File: src/rtl/reorder_buffer_if.sv
// Dispatch, write-back commit and retire/flush signals of the reorder buffer.
// The buffer itself connects through the slave modport.
interface reorder_buffer_if #(
    parameter int ADDR_WIDTH = 32,
    parameter int PHY_WIDTH  = 6,
    parameter int ROB_WIDTH  = 5,
    parameter int FIFO_DEPTH = 16
);
    localparam int SID_W = $clog2(FIFO_DEPTH);

    logic                  alloc_valid;
    logic                  alloc_rd_valid;
    logic [4:0]            alloc_rd_arch;
    logic [PHY_WIDTH-1:0]  alloc_rd_phy;
    logic [PHY_WIDTH-1:0]  alloc_old_phy;
    logic                  alloc_ready;
    logic [ROB_WIDTH-1:0]  alloc_rob_id;

    logic                  commit_alu_valid;
    logic [ROB_WIDTH-1:0]  commit_alu_rob_id;
    logic                  commit_load_valid;
    logic [ROB_WIDTH-1:0]  commit_load_rob_id;
    logic                  commit_store_valid;
    logic [ROB_WIDTH-1:0]  commit_store_rob_id;
    logic [SID_W-1:0]      commit_store_id;
    logic                  commit_branch_valid;
    logic [ROB_WIDTH-1:0]  commit_branch_rob_id;
    logic                  commit_mispredict;
    logic [ADDR_WIDTH-1:0] commit_actual_target;

    logic                  retire_valid;
    logic [ROB_WIDTH-1:0]  retire_rob_id;
    logic                  retire_rd_valid;
    logic [4:0]            retire_rd_arch;
    logic [PHY_WIDTH-1:0]  retire_rd_phy;
    logic [PHY_WIDTH-1:0]  retire_old_phy;
    logic                  retire_store_valid;
    logic [SID_W-1:0]      retire_store_id;
    logic                  flush;
    logic [ADDR_WIDTH-1:0] redirect_pc;
    logic [ROB_WIDTH:0]    rob_count;

    modport master (
        output alloc_valid, alloc_rd_valid, alloc_rd_arch, alloc_rd_phy, alloc_old_phy,
        output commit_alu_valid, commit_alu_rob_id, commit_load_valid, commit_load_rob_id,
        output commit_store_valid, commit_store_rob_id, commit_store_id,
        output commit_branch_valid, commit_branch_rob_id, commit_mispredict, commit_actual_target,
        input  alloc_ready, alloc_rob_id,
        input  retire_valid, retire_rob_id, retire_rd_valid, retire_rd_arch, retire_rd_phy,
        input  retire_old_phy, retire_store_valid, retire_store_id, flush, redirect_pc, rob_count
    );

    modport slave (
        input  alloc_valid, alloc_rd_valid, alloc_rd_arch, alloc_rd_phy, alloc_old_phy,
        input  commit_alu_valid, commit_alu_rob_id, commit_load_valid, commit_load_rob_id,
        input  commit_store_valid, commit_store_rob_id, commit_store_id,
        input  commit_branch_valid, commit_branch_rob_id, commit_mispredict, commit_actual_target,
        output alloc_ready, alloc_rob_id,
        output retire_valid, retire_rob_id, retire_rd_valid, retire_rd_arch, retire_rd_phy,
        output retire_old_phy, retire_store_valid, retire_store_id, flush, redirect_pc, rob_count
    );
endinterface

File: src/rtl/reorder_buffer.sv
// In-order retirement buffer: allocate at tail, complete out of order from four
// write-back buses, retire one entry per cycle from head, flush on mispredict.
module reorder_buffer #(
    parameter int ADDR_WIDTH = 32,
    parameter int PHY_WIDTH  = 6,
    parameter int ROB_WIDTH  = 5,
    parameter int FIFO_DEPTH = 16
) (
    input logic             clk,
    input logic             rst,
    reorder_buffer_if.slave rob
);
    localparam int DEPTH = 2 ** ROB_WIDTH;
    localparam int SID_W = $clog2(FIFO_DEPTH);

    typedef struct packed {
        logic                  rd_valid;
        logic [4:0]            rd_arch;
        logic [PHY_WIDTH-1:0]  rd_phy;
        logic [PHY_WIDTH-1:0]  old_phy;
        logic                  is_store;
        logic [SID_W-1:0]      store_id;
        logic                  mispredict;
        logic [ADDR_WIDTH-1:0] target;
    } entry_t;

    entry_t               entries [DEPTH];
    logic [DEPTH-1:0]     valid;
    logic [DEPTH-1:0]     done;
    logic [ROB_WIDTH:0]   head;
    logic [ROB_WIDTH:0]   tail;
    logic [ROB_WIDTH-1:0] head_idx;
    logic [ROB_WIDTH-1:0] tail_idx;
    logic                 full;
    logic                 alloc_fire;
    logic                 retire_fire;
    entry_t               head_entry;

    assign head_idx   = head[ROB_WIDTH-1:0];
    assign tail_idx   = tail[ROB_WIDTH-1:0];
    assign full       = (head[ROB_WIDTH] != tail[ROB_WIDTH]) && (head_idx == tail_idx);
    assign head_entry = entries[head_idx];

    // Full blocks allocation even if the head retires this cycle: no bypass.
    assign alloc_fire  = rob.alloc_valid && !full && !rob.flush;
    assign retire_fire = valid[head_idx] && done[head_idx] && !rob.flush;

    assign rob.alloc_ready  = !full;
    assign rob.alloc_rob_id = tail_idx;
    assign rob.rob_count    = tail - head;

    always_ff @(posedge clk) begin
        if (rst || rob.flush) begin
            valid                  <= '0;
            done                   <= '0;
            head                   <= '0;
            tail                   <= '0;
            rob.flush              <= 1'b0;
            rob.retire_valid       <= 1'b0;
            rob.retire_rd_valid    <= 1'b0;
            rob.retire_store_valid <= 1'b0;
            if (rst) begin
                rob.retire_rob_id   <= '0;
                rob.retire_rd_arch  <= '0;
                rob.retire_rd_phy   <= '0;
                rob.retire_old_phy  <= '0;
                rob.retire_store_id <= '0;
                rob.redirect_pc     <= '0;
            end
        end else begin
            rob.retire_valid       <= retire_fire;
            rob.retire_rd_valid    <= retire_fire && head_entry.rd_valid;
            rob.retire_store_valid <= retire_fire && head_entry.is_store;
            rob.flush              <= retire_fire && head_entry.mispredict;

            if (alloc_fire) begin
                valid[tail_idx] <= 1'b1;
                done[tail_idx]  <= 1'b0;
                tail            <= tail + 1'b1;
            end

            if (rob.commit_alu_valid && valid[rob.commit_alu_rob_id])
                done[rob.commit_alu_rob_id] <= 1'b1;
            if (rob.commit_load_valid && valid[rob.commit_load_rob_id])
                done[rob.commit_load_rob_id] <= 1'b1;
            if (rob.commit_store_valid && valid[rob.commit_store_rob_id])
                done[rob.commit_store_rob_id] <= 1'b1;
            if (rob.commit_branch_valid && valid[rob.commit_branch_rob_id])
                done[rob.commit_branch_rob_id] <= 1'b1;

            if (retire_fire) begin
                valid[head_idx]     <= 1'b0;
                head                <= head + 1'b1;
                rob.retire_rob_id   <= head_idx;
                rob.retire_rd_arch  <= head_entry.rd_arch;
                rob.retire_rd_phy   <= head_entry.rd_phy;
                rob.retire_old_phy  <= head_entry.old_phy;
                rob.retire_store_id <= head_entry.store_id;
                if (head_entry.mispredict)
                    rob.redirect_pc <= head_entry.target;
            end
        end
    end

    // NOTE: the payload array is deliberately not reset; valid/done alone decide liveness.
    always_ff @(posedge clk) begin
        if (!rst && !rob.flush) begin
            if (alloc_fire)
                entries[tail_idx] <= '{
                    rd_valid:   rob.alloc_rd_valid,
                    rd_arch:    rob.alloc_rd_arch,
                    rd_phy:     rob.alloc_rd_phy,
                    old_phy:    rob.alloc_old_phy,
                    is_store:   1'b0,
                    store_id:   '0,
                    mispredict: 1'b0,
                    target:     '0
                };
            if (rob.commit_store_valid && valid[rob.commit_store_rob_id]) begin
                entries[rob.commit_store_rob_id].is_store <= 1'b1;
                entries[rob.commit_store_rob_id].store_id <= rob.commit_store_id;
            end
            if (rob.commit_branch_valid && valid[rob.commit_branch_rob_id]) begin
                entries[rob.commit_branch_rob_id].mispredict <= rob.commit_mispredict;
                entries[rob.commit_branch_rob_id].target     <= rob.commit_actual_target;
            end
        end
    end
endmodule
File: src/flat_wrapper.sv
// flat-port wrapper written by rule: the top's interface ports become plain ports
module reorder_buffer_flat 
#(
    parameter int ADDR_WIDTH = 32,
    parameter int PHY_WIDTH  = 6,
    parameter int ROB_WIDTH  = 5,
    parameter int FIFO_DEPTH = 16
)
  (clk, rst, rob_alloc_valid, rob_alloc_rd_valid, rob_alloc_rd_arch, rob_alloc_rd_phy, rob_alloc_old_phy, rob_commit_alu_valid, rob_commit_alu_rob_id, rob_commit_load_valid, rob_commit_load_rob_id, rob_commit_store_valid, rob_commit_store_rob_id, rob_commit_store_id, rob_commit_branch_valid, rob_commit_branch_rob_id, rob_commit_mispredict, rob_commit_actual_target, rob_alloc_ready, rob_alloc_rob_id, rob_retire_valid, rob_retire_rob_id, rob_retire_rd_valid, rob_retire_rd_arch, rob_retire_rd_phy, rob_retire_old_phy, rob_retire_store_valid, rob_retire_store_id, rob_flush, rob_redirect_pc, rob_rob_count);
  reorder_buffer_if #(.ADDR_WIDTH(ADDR_WIDTH), .PHY_WIDTH(PHY_WIDTH), .ROB_WIDTH(ROB_WIDTH), .FIFO_DEPTH(FIFO_DEPTH)) rob_i ();
  input logic clk;
  input logic rst;
  input wire logic [$bits(rob_i.alloc_valid)-1:0] rob_alloc_valid;
  input wire logic [$bits(rob_i.alloc_rd_valid)-1:0] rob_alloc_rd_valid;
  input wire logic [$bits(rob_i.alloc_rd_arch)-1:0] rob_alloc_rd_arch;
  input wire logic [$bits(rob_i.alloc_rd_phy)-1:0] rob_alloc_rd_phy;
  input wire logic [$bits(rob_i.alloc_old_phy)-1:0] rob_alloc_old_phy;
  input wire logic [$bits(rob_i.commit_alu_valid)-1:0] rob_commit_alu_valid;
  input wire logic [$bits(rob_i.commit_alu_rob_id)-1:0] rob_commit_alu_rob_id;
  input wire logic [$bits(rob_i.commit_load_valid)-1:0] rob_commit_load_valid;
  input wire logic [$bits(rob_i.commit_load_rob_id)-1:0] rob_commit_load_rob_id;
  input wire logic [$bits(rob_i.commit_store_valid)-1:0] rob_commit_store_valid;
  input wire logic [$bits(rob_i.commit_store_rob_id)-1:0] rob_commit_store_rob_id;
  input wire logic [$bits(rob_i.commit_store_id)-1:0] rob_commit_store_id;
  input wire logic [$bits(rob_i.commit_branch_valid)-1:0] rob_commit_branch_valid;
  input wire logic [$bits(rob_i.commit_branch_rob_id)-1:0] rob_commit_branch_rob_id;
  input wire logic [$bits(rob_i.commit_mispredict)-1:0] rob_commit_mispredict;
  input wire logic [$bits(rob_i.commit_actual_target)-1:0] rob_commit_actual_target;
  output wire logic [$bits(rob_i.alloc_ready)-1:0] rob_alloc_ready;
  output wire logic [$bits(rob_i.alloc_rob_id)-1:0] rob_alloc_rob_id;
  output wire logic [$bits(rob_i.retire_valid)-1:0] rob_retire_valid;
  output wire logic [$bits(rob_i.retire_rob_id)-1:0] rob_retire_rob_id;
  output wire logic [$bits(rob_i.retire_rd_valid)-1:0] rob_retire_rd_valid;
  output wire logic [$bits(rob_i.retire_rd_arch)-1:0] rob_retire_rd_arch;
  output wire logic [$bits(rob_i.retire_rd_phy)-1:0] rob_retire_rd_phy;
  output wire logic [$bits(rob_i.retire_old_phy)-1:0] rob_retire_old_phy;
  output wire logic [$bits(rob_i.retire_store_valid)-1:0] rob_retire_store_valid;
  output wire logic [$bits(rob_i.retire_store_id)-1:0] rob_retire_store_id;
  output wire logic [$bits(rob_i.flush)-1:0] rob_flush;
  output wire logic [$bits(rob_i.redirect_pc)-1:0] rob_redirect_pc;
  output wire logic [$bits(rob_i.rob_count)-1:0] rob_rob_count;
  assign rob_i.alloc_valid = rob_alloc_valid;
  assign rob_i.alloc_rd_valid = rob_alloc_rd_valid;
  assign rob_i.alloc_rd_arch = rob_alloc_rd_arch;
  assign rob_i.alloc_rd_phy = rob_alloc_rd_phy;
  assign rob_i.alloc_old_phy = rob_alloc_old_phy;
  assign rob_i.commit_alu_valid = rob_commit_alu_valid;
  assign rob_i.commit_alu_rob_id = rob_commit_alu_rob_id;
  assign rob_i.commit_load_valid = rob_commit_load_valid;
  assign rob_i.commit_load_rob_id = rob_commit_load_rob_id;
  assign rob_i.commit_store_valid = rob_commit_store_valid;
  assign rob_i.commit_store_rob_id = rob_commit_store_rob_id;
  assign rob_i.commit_store_id = rob_commit_store_id;
  assign rob_i.commit_branch_valid = rob_commit_branch_valid;
  assign rob_i.commit_branch_rob_id = rob_commit_branch_rob_id;
  assign rob_i.commit_mispredict = rob_commit_mispredict;
  assign rob_i.commit_actual_target = rob_commit_actual_target;
  assign rob_alloc_ready = rob_i.alloc_ready;
  assign rob_alloc_rob_id = rob_i.alloc_rob_id;
  assign rob_retire_valid = rob_i.retire_valid;
  assign rob_retire_rob_id = rob_i.retire_rob_id;
  assign rob_retire_rd_valid = rob_i.retire_rd_valid;
  assign rob_retire_rd_arch = rob_i.retire_rd_arch;
  assign rob_retire_rd_phy = rob_i.retire_rd_phy;
  assign rob_retire_old_phy = rob_i.retire_old_phy;
  assign rob_retire_store_valid = rob_i.retire_store_valid;
  assign rob_retire_store_id = rob_i.retire_store_id;
  assign rob_flush = rob_i.flush;
  assign rob_redirect_pc = rob_i.redirect_pc;
  assign rob_rob_count = rob_i.rob_count;
  reorder_buffer #(.ADDR_WIDTH(ADDR_WIDTH), .PHY_WIDTH(PHY_WIDTH), .ROB_WIDTH(ROB_WIDTH), .FIFO_DEPTH(FIFO_DEPTH)) u_core (.clk(clk), .rst(rst), .rob(rob_i));
endmodule
File: config.mk
export PLATFORM = sky130hd
export DESIGN_NAME = reorder_buffer_flat
export DESIGN_NICKNAME = d
export VERILOG_FILES = /design/src/rtl/reorder_buffer_if.sv /design/src/rtl/reorder_buffer.sv /design/src/flat_wrapper.sv
export SDC_FILE = /design/constraint.sdc
export NUM_CORES = 2
export LEC_CHECK = 0
export CORE_MARGIN = 4
export CORE_UTILIZATION = 43
export CTS_CLUSTER_DIAMETER = 50
export DETAILED_ROUTE_END_ITERATION = 6
export DONT_BUFFER_PORTS = 1
export MAX_ROUTING_LAYER = met4
export PLACE_DENSITY = 0.57
export SLEW_MARGIN = 20
export SYNTH_ARGS = -nofsm -noshare
export SYNTH_HDL_FRONTEND = slang
export SYNTH_SLANG_ARGS = --single-unit
File: constraint.sdc
create_clock -name clk -period 6.1 [get_ports clk]
set_input_delay 0.915 -clock clk [delete_from_list [all_inputs] [get_ports clk]]
set_output_delay 0.915 -clock clk [all_outputs]
set_load 0.005 [all_outputs]
**Yosys cells after proc, flatten, opt, wreduce, memory -nomap -nowiden**

Memory sizes are Yosys's and may differ from the RTL's. A register that Yosys moved wholly into a read port is not among the register bits.
Index checks and enable logic that the tools add are counted.

- Add/sub/neg operators: 3
- $mul: 0
- Divide/modulo/power cells: 0
- $lt $le $gt $ge: 12
- Eq/ne operators: 3
- Shifts and indexed selects: 0
- Multiplexer cells: 64
- Bitwise logic cells: 9
- Reductions and logical operators: 27

Operators with widths:

| operator | count |
|---|---|
| $mux W32 | 16 |
| $or A32 B32 Y32 | 5 |
| $and A32 B32 Y32 | 2 |
| $not A32 Y32 | 2 |
| $lt A5 B6 Y1 const B | 6 |
| $mux W5 | 7 |
| $bmux W1 S5 | 6 |
| $demux W1 S5 | 6 |
| $ge A5 B1 Y1 const B | 6 |
| $mux W6 | 5 |
| $mux W1 | 21 |
| $logic_and A1 B1 Y1 | 19 |
| $add A6 B1 Y6 const B | 2 |
| $mux W4 | 3 |
| $sub A6 B6 Y6 | 1 |
| $eq A5 B5 Y1 | 1 |
| $reduce_bool A2 Y1 | 2 |
| $logic_not A1 Y1 | 3 |
| $reduce_and A3 Y1 | 1 |
| $ne A2 B2 Y1 const B | 1 |
| $reduce_and A2 Y1 | 1 |
| $logic_or A1 B1 Y1 | 1 |
| $ne A1 B1 Y1 | 1 |

- Register bits after elaboration: 138
- Latch bits: 0
- RAM bits: 1792
- Bits in read-only memories: 0
- Bits of input ports: 82
- Output and inout port bits: 74
- Memories kept: 1

Memory list:

| memory | words | bits a word | read ports | clocked after Yosys merged registers in | write ports | line | text |
|---|---|---|---|---|---|---|---|
| u_core.entries | 32 | 56 | 1 | 1 | 3 | reorder_buffer.sv:27 | `entry_t entries [DEPTH];` |

**Longest topological paths before layout**

- Depth after elaboration: 19
- Mapped depth: 14
- Gate-level depth less buffers: 8

**Worst setup path after synthesis**

Ideal clock, no wire load.

- Path kind: input port to flip-flop
- Start point: input port rob_commit_branch_rob_id[3]
- End point: memory u_core.entries[11][0] in the netlist's numbering (enable)
- Arrival time: 4.531 ns
- Required time: 5.631 ns
- Path slack: 1.100 ns
- Cell stages on the path: 7
- Path buffers: 1
- Cells stage by stage: buf_2 or3_1 o22ai_1 nor3_1 o211ai_2 nand4bb_1 o21ai_0

RTL lines:

| element | line | text |
|---|---|---|
| start, declared | flat_wrapper.sv:26 | `input wire logic [$bits(rob_i.commit_branch_rob_id)-1:0] rob_commit_branch_rob_id;` |
| end, declared | reorder_buffer.sv:27 |  |

==> flow_summary.yaml <==
status:
  run_status: "complete, no violations"
place:
  hpwl_um: 159000
  placed_area_um2: 88200
  io_buffers: 0
  gp_congestion: 0.967
  dp_cells: 7451
finish:
  finalInstanceArea_um2: 95500
  utilization_pct: 48.3
  area_delta_synth_final_pct: 11.6
  drive_above_1_share_pct: 22.2
  final_cells: 7864
  layout.nets: 5129
drt:
  first_iter_violations: 5706
  vias: 46500
  first_pass_iters: 6
  m1WireLength_um: 104000
  dr_wl_met3_um: 16300
  routedWlPerCell_um: 32.4
  vias_per_cell: 5.91
  highest_layer: "met4"
  drc: 0
  ant_nets: 0
  routed_wl_um: 254000
  wl_met2_um: 126000
critical_path:
  timing.rr.start: "u_core.head[3]$_SDFFE_PN0P_"
  endpoint_kind: "flip-flop"
  crit_buf_inv: 5
  required_ps: 6550
  r2r-end: "u_core.entries[13][0]$_DFFE_PP_"
  critPathLaunch: "u_core.head[3]$_SDFFE_PN0P_"
  reg2reg_slack_ps: 1190
  crit_cells: 11
  crit_chain: "inv_1, ha_1, and4_1, a311oi_1, buf_4, and2_1, buf_4, nand2_1, inv_1, buf_4, or2_2"
  cpMostUsedCell: "buf_4"
  crit_family: "simple AND/OR/NAND/NOR gates"
  slowest_delay_ps: 840
  critPathLaunchType: "flip-flop"
  crit_fanout: 33
  cp.arrival_ps: 5370
  path_class: "flip-flop to flip-flop"
  reg2reg_depth: 11
  slowest_stage: "or2_2"
clocking:
  cts_buffer_depth: 3
  clk_pin_slew_ps: 60
  cts_hold_buffers: 0
  cts_resized: 0
  cts_tree: "done"
  cts_buffers: 220
  clk_latency_ps: 870
  cts_root_buffer: "clkbuf_16"
  cts_setup_buffers: 0
  cts_sinks: 1935
  h-tree-depth: 4
die:
  die_h_um: 454
  rows: 163
  die_area_um2: 206000
  design.core.area_um2: 198000
  fp.dieW_um: 454
  ios: 156
  start_util_pct: 43.3
sta:
  fin_crit_sh_pct: 80.6
  max_freq_mhz: 204
  rsz0062_at_grt: "no"
  hold_violations: 0
  worst_pin_slew_ps: 1280
  setup_violations: 0
  fin_crit_ps: 4910
  drv_slew: 0
  setup_tns_ps: 0
  slew_headroom_pct: 13.8
  finClkSkew_ps: 49.4
synth:
  syn_area_um2: 85500
  syn_nets: 5222
  ys_seq_area_share_pct: 66.6
  syn-instance-count: 5126
  ys_seq_elements: 1935
  async_flop_share_pct: 0
  yosysWarnings: 0
  avgSynthCellArea_um2: 16.7
  ys.flop_type: "edfxtp_1"
  synth_cell_types: 92
  synth-edff-count: 1818
min_path:
  min_from: "rob_alloc_rd_arch[0]"
  hp-class: "input port to flip-flop"
  hold_path_end: "u_core.entries[18][50]$_DFFE_PP_"
  whs_path_depth: 0
flow_run:
  drv_cap: 0
grt:
  grt_pass1_vias: 47100
  grt-ovfl-total: 0
  grt_start_max_net_pins: 103
  grt_first_pass_wirelength_um: 362000
  grt_use_total_pct: 25.4
  antenna_found_initial: 15
power:
  cellPowerDensity_nw_per_um2: 296
  total_power_mw: 28.3
  ir_drop_mv: 0.308
  power.leakage_nw: 32.6
placed cells by master, fill, tap and decap left out, drive strengths merged, types with 12 or more instances in the layout:
master / n
nor2: 164
nor4: 28
and2: 1111
nand3b: 12
nand2b: 16
a31oi: 16
clkinv: 84
a311oi: 20
a211oi: 20
nand3: 53
ha: 13
bufinv: 19
or2: 29
clkbuf: 282
nand2: 138
nor2b: 13
mux2: 13
edfxtp: 1818
mux4: 575
inv: 72
a21o: 26
buf: 121
o221ai: 15
and3: 51
o211ai: 18
nor3: 44
dfxtp: 117
mux2i: 122
o21ai: 38
a21oi: 46
cell type report:
cell class / count / area [um^2]
Sequential cell: 1935 / 57000
Tap cell: 2640 / 3300
Multi-Input combinational cell: 2696 / 26600
Fill cell: 16500 / 102000
Clock inverter: 125 / 1390
Clock buffer: 282 / 5890
Inverter: 59 / 221
Timing Repair Buffer: 121 / 1080
Antenna cell: 6 / 15.0
metrics by stage:
step	hold slack [ps]	worst slack, ps
3_5_place_dp	433	1330
5_1_grt	88.3	929
3_3_place_gp	430	1130
2_1_floorplan	418	1100
6_report	142	1190
4_1_cts	70.2	1270
metal layers:
metal | up-vias | GRT usage [%]
met5 | - | -
met4 | 0 | 7.95
met3 | 462 | 3.86
met2 | 2017 | 41.0
met1 | 24500 | 33.5
li1 | 19500 | -
worst register-to-register path: stages, from the launching register on:
cell      delay (ps)
dfxtp_1          790
inv_1            340
ha_1             430
and4_1           240
a311oi_1         270
buf_4            220
and2_1           470
buf_4            330
nand2_1          110
inv_1             70
buf_4            360
or2_2            850
flip-flops by register name, indices dropped and copies added (netlist names), 6 cells and up, named ones only:
| register | flops |
|---|---|
| u_core.rob.retire_old_phy | 6 |
| u_core.head | 6 |
| u_core.done | 32 |
| u_core.valid | 32 |
| u_core.rob.retire_rd_phy | 6 |
| u_core.rob.redirect_pc | 32 |
| u_core.tail | 6 |
| u_core.entries | 1792 |
cells by family after synthesis:
logic type	Yosys count	share of synthesized area, %
AOI/OAI and AO/OA	261	2.22
buffers and inverters	495	2.55
muxes	710	16.7
xor gates and xnor gates	9	0.0922
and+or+nand+nor	1702	11.6
DFF	1935	66.6
adders and majority gates	14	0.214
cells in the mapped netlist, types with 28 or more instances:
library cell	number	share of area (%)
nor3_1	38	0.22
clkbuf_1	235	1.0
or2_2	28	0.20
inv_1	59	0.26
edfxtp_1	1818	64
and3_1	51	0.37
a21oi_1	46	0.27
clkbuf_2	55	0.32
buf_2	99	0.58
o21ai_0	35	0.20
dfxtp_1	117	2.7
nor2_1	163	0.72
nand2_1	138	0.61
nand3_1	53	0.31
mux2i_1	121	1.4
mux4_2	575	15
and2_1	1110	8.1
report_power, final:
part	total, mW	leakage, nW	switching [mW]	internal [mW]
Combinational	0.481	9.75	0.317	0.164
Sequential	14.5	19.3	0.0509	14.5
Clock	13.2	3.52	5.56	7.68
how the worst max path moves through the flow:
stage / end / slack (ps)
2_1_floorplan: u_core.entries[11][0]$_DFFE_PP_ / 1100
3_3_place_gp: u_core.entries[27][31]$_DFFE_PP_ / 1130
3_5_place_dp: u_core.entries[13][0]$_DFFE_PP_ / 1330
4_1_cts: u_core.entries[13][0]$_DFFE_PP_ / 1270
5_1_grt: u_core.entries[13][0]$_DFFE_PP_ / 930
6_report: u_core.entries[13][0]$_DFFE_PP_ / 1190
Power figures use the tool's default switching activity.
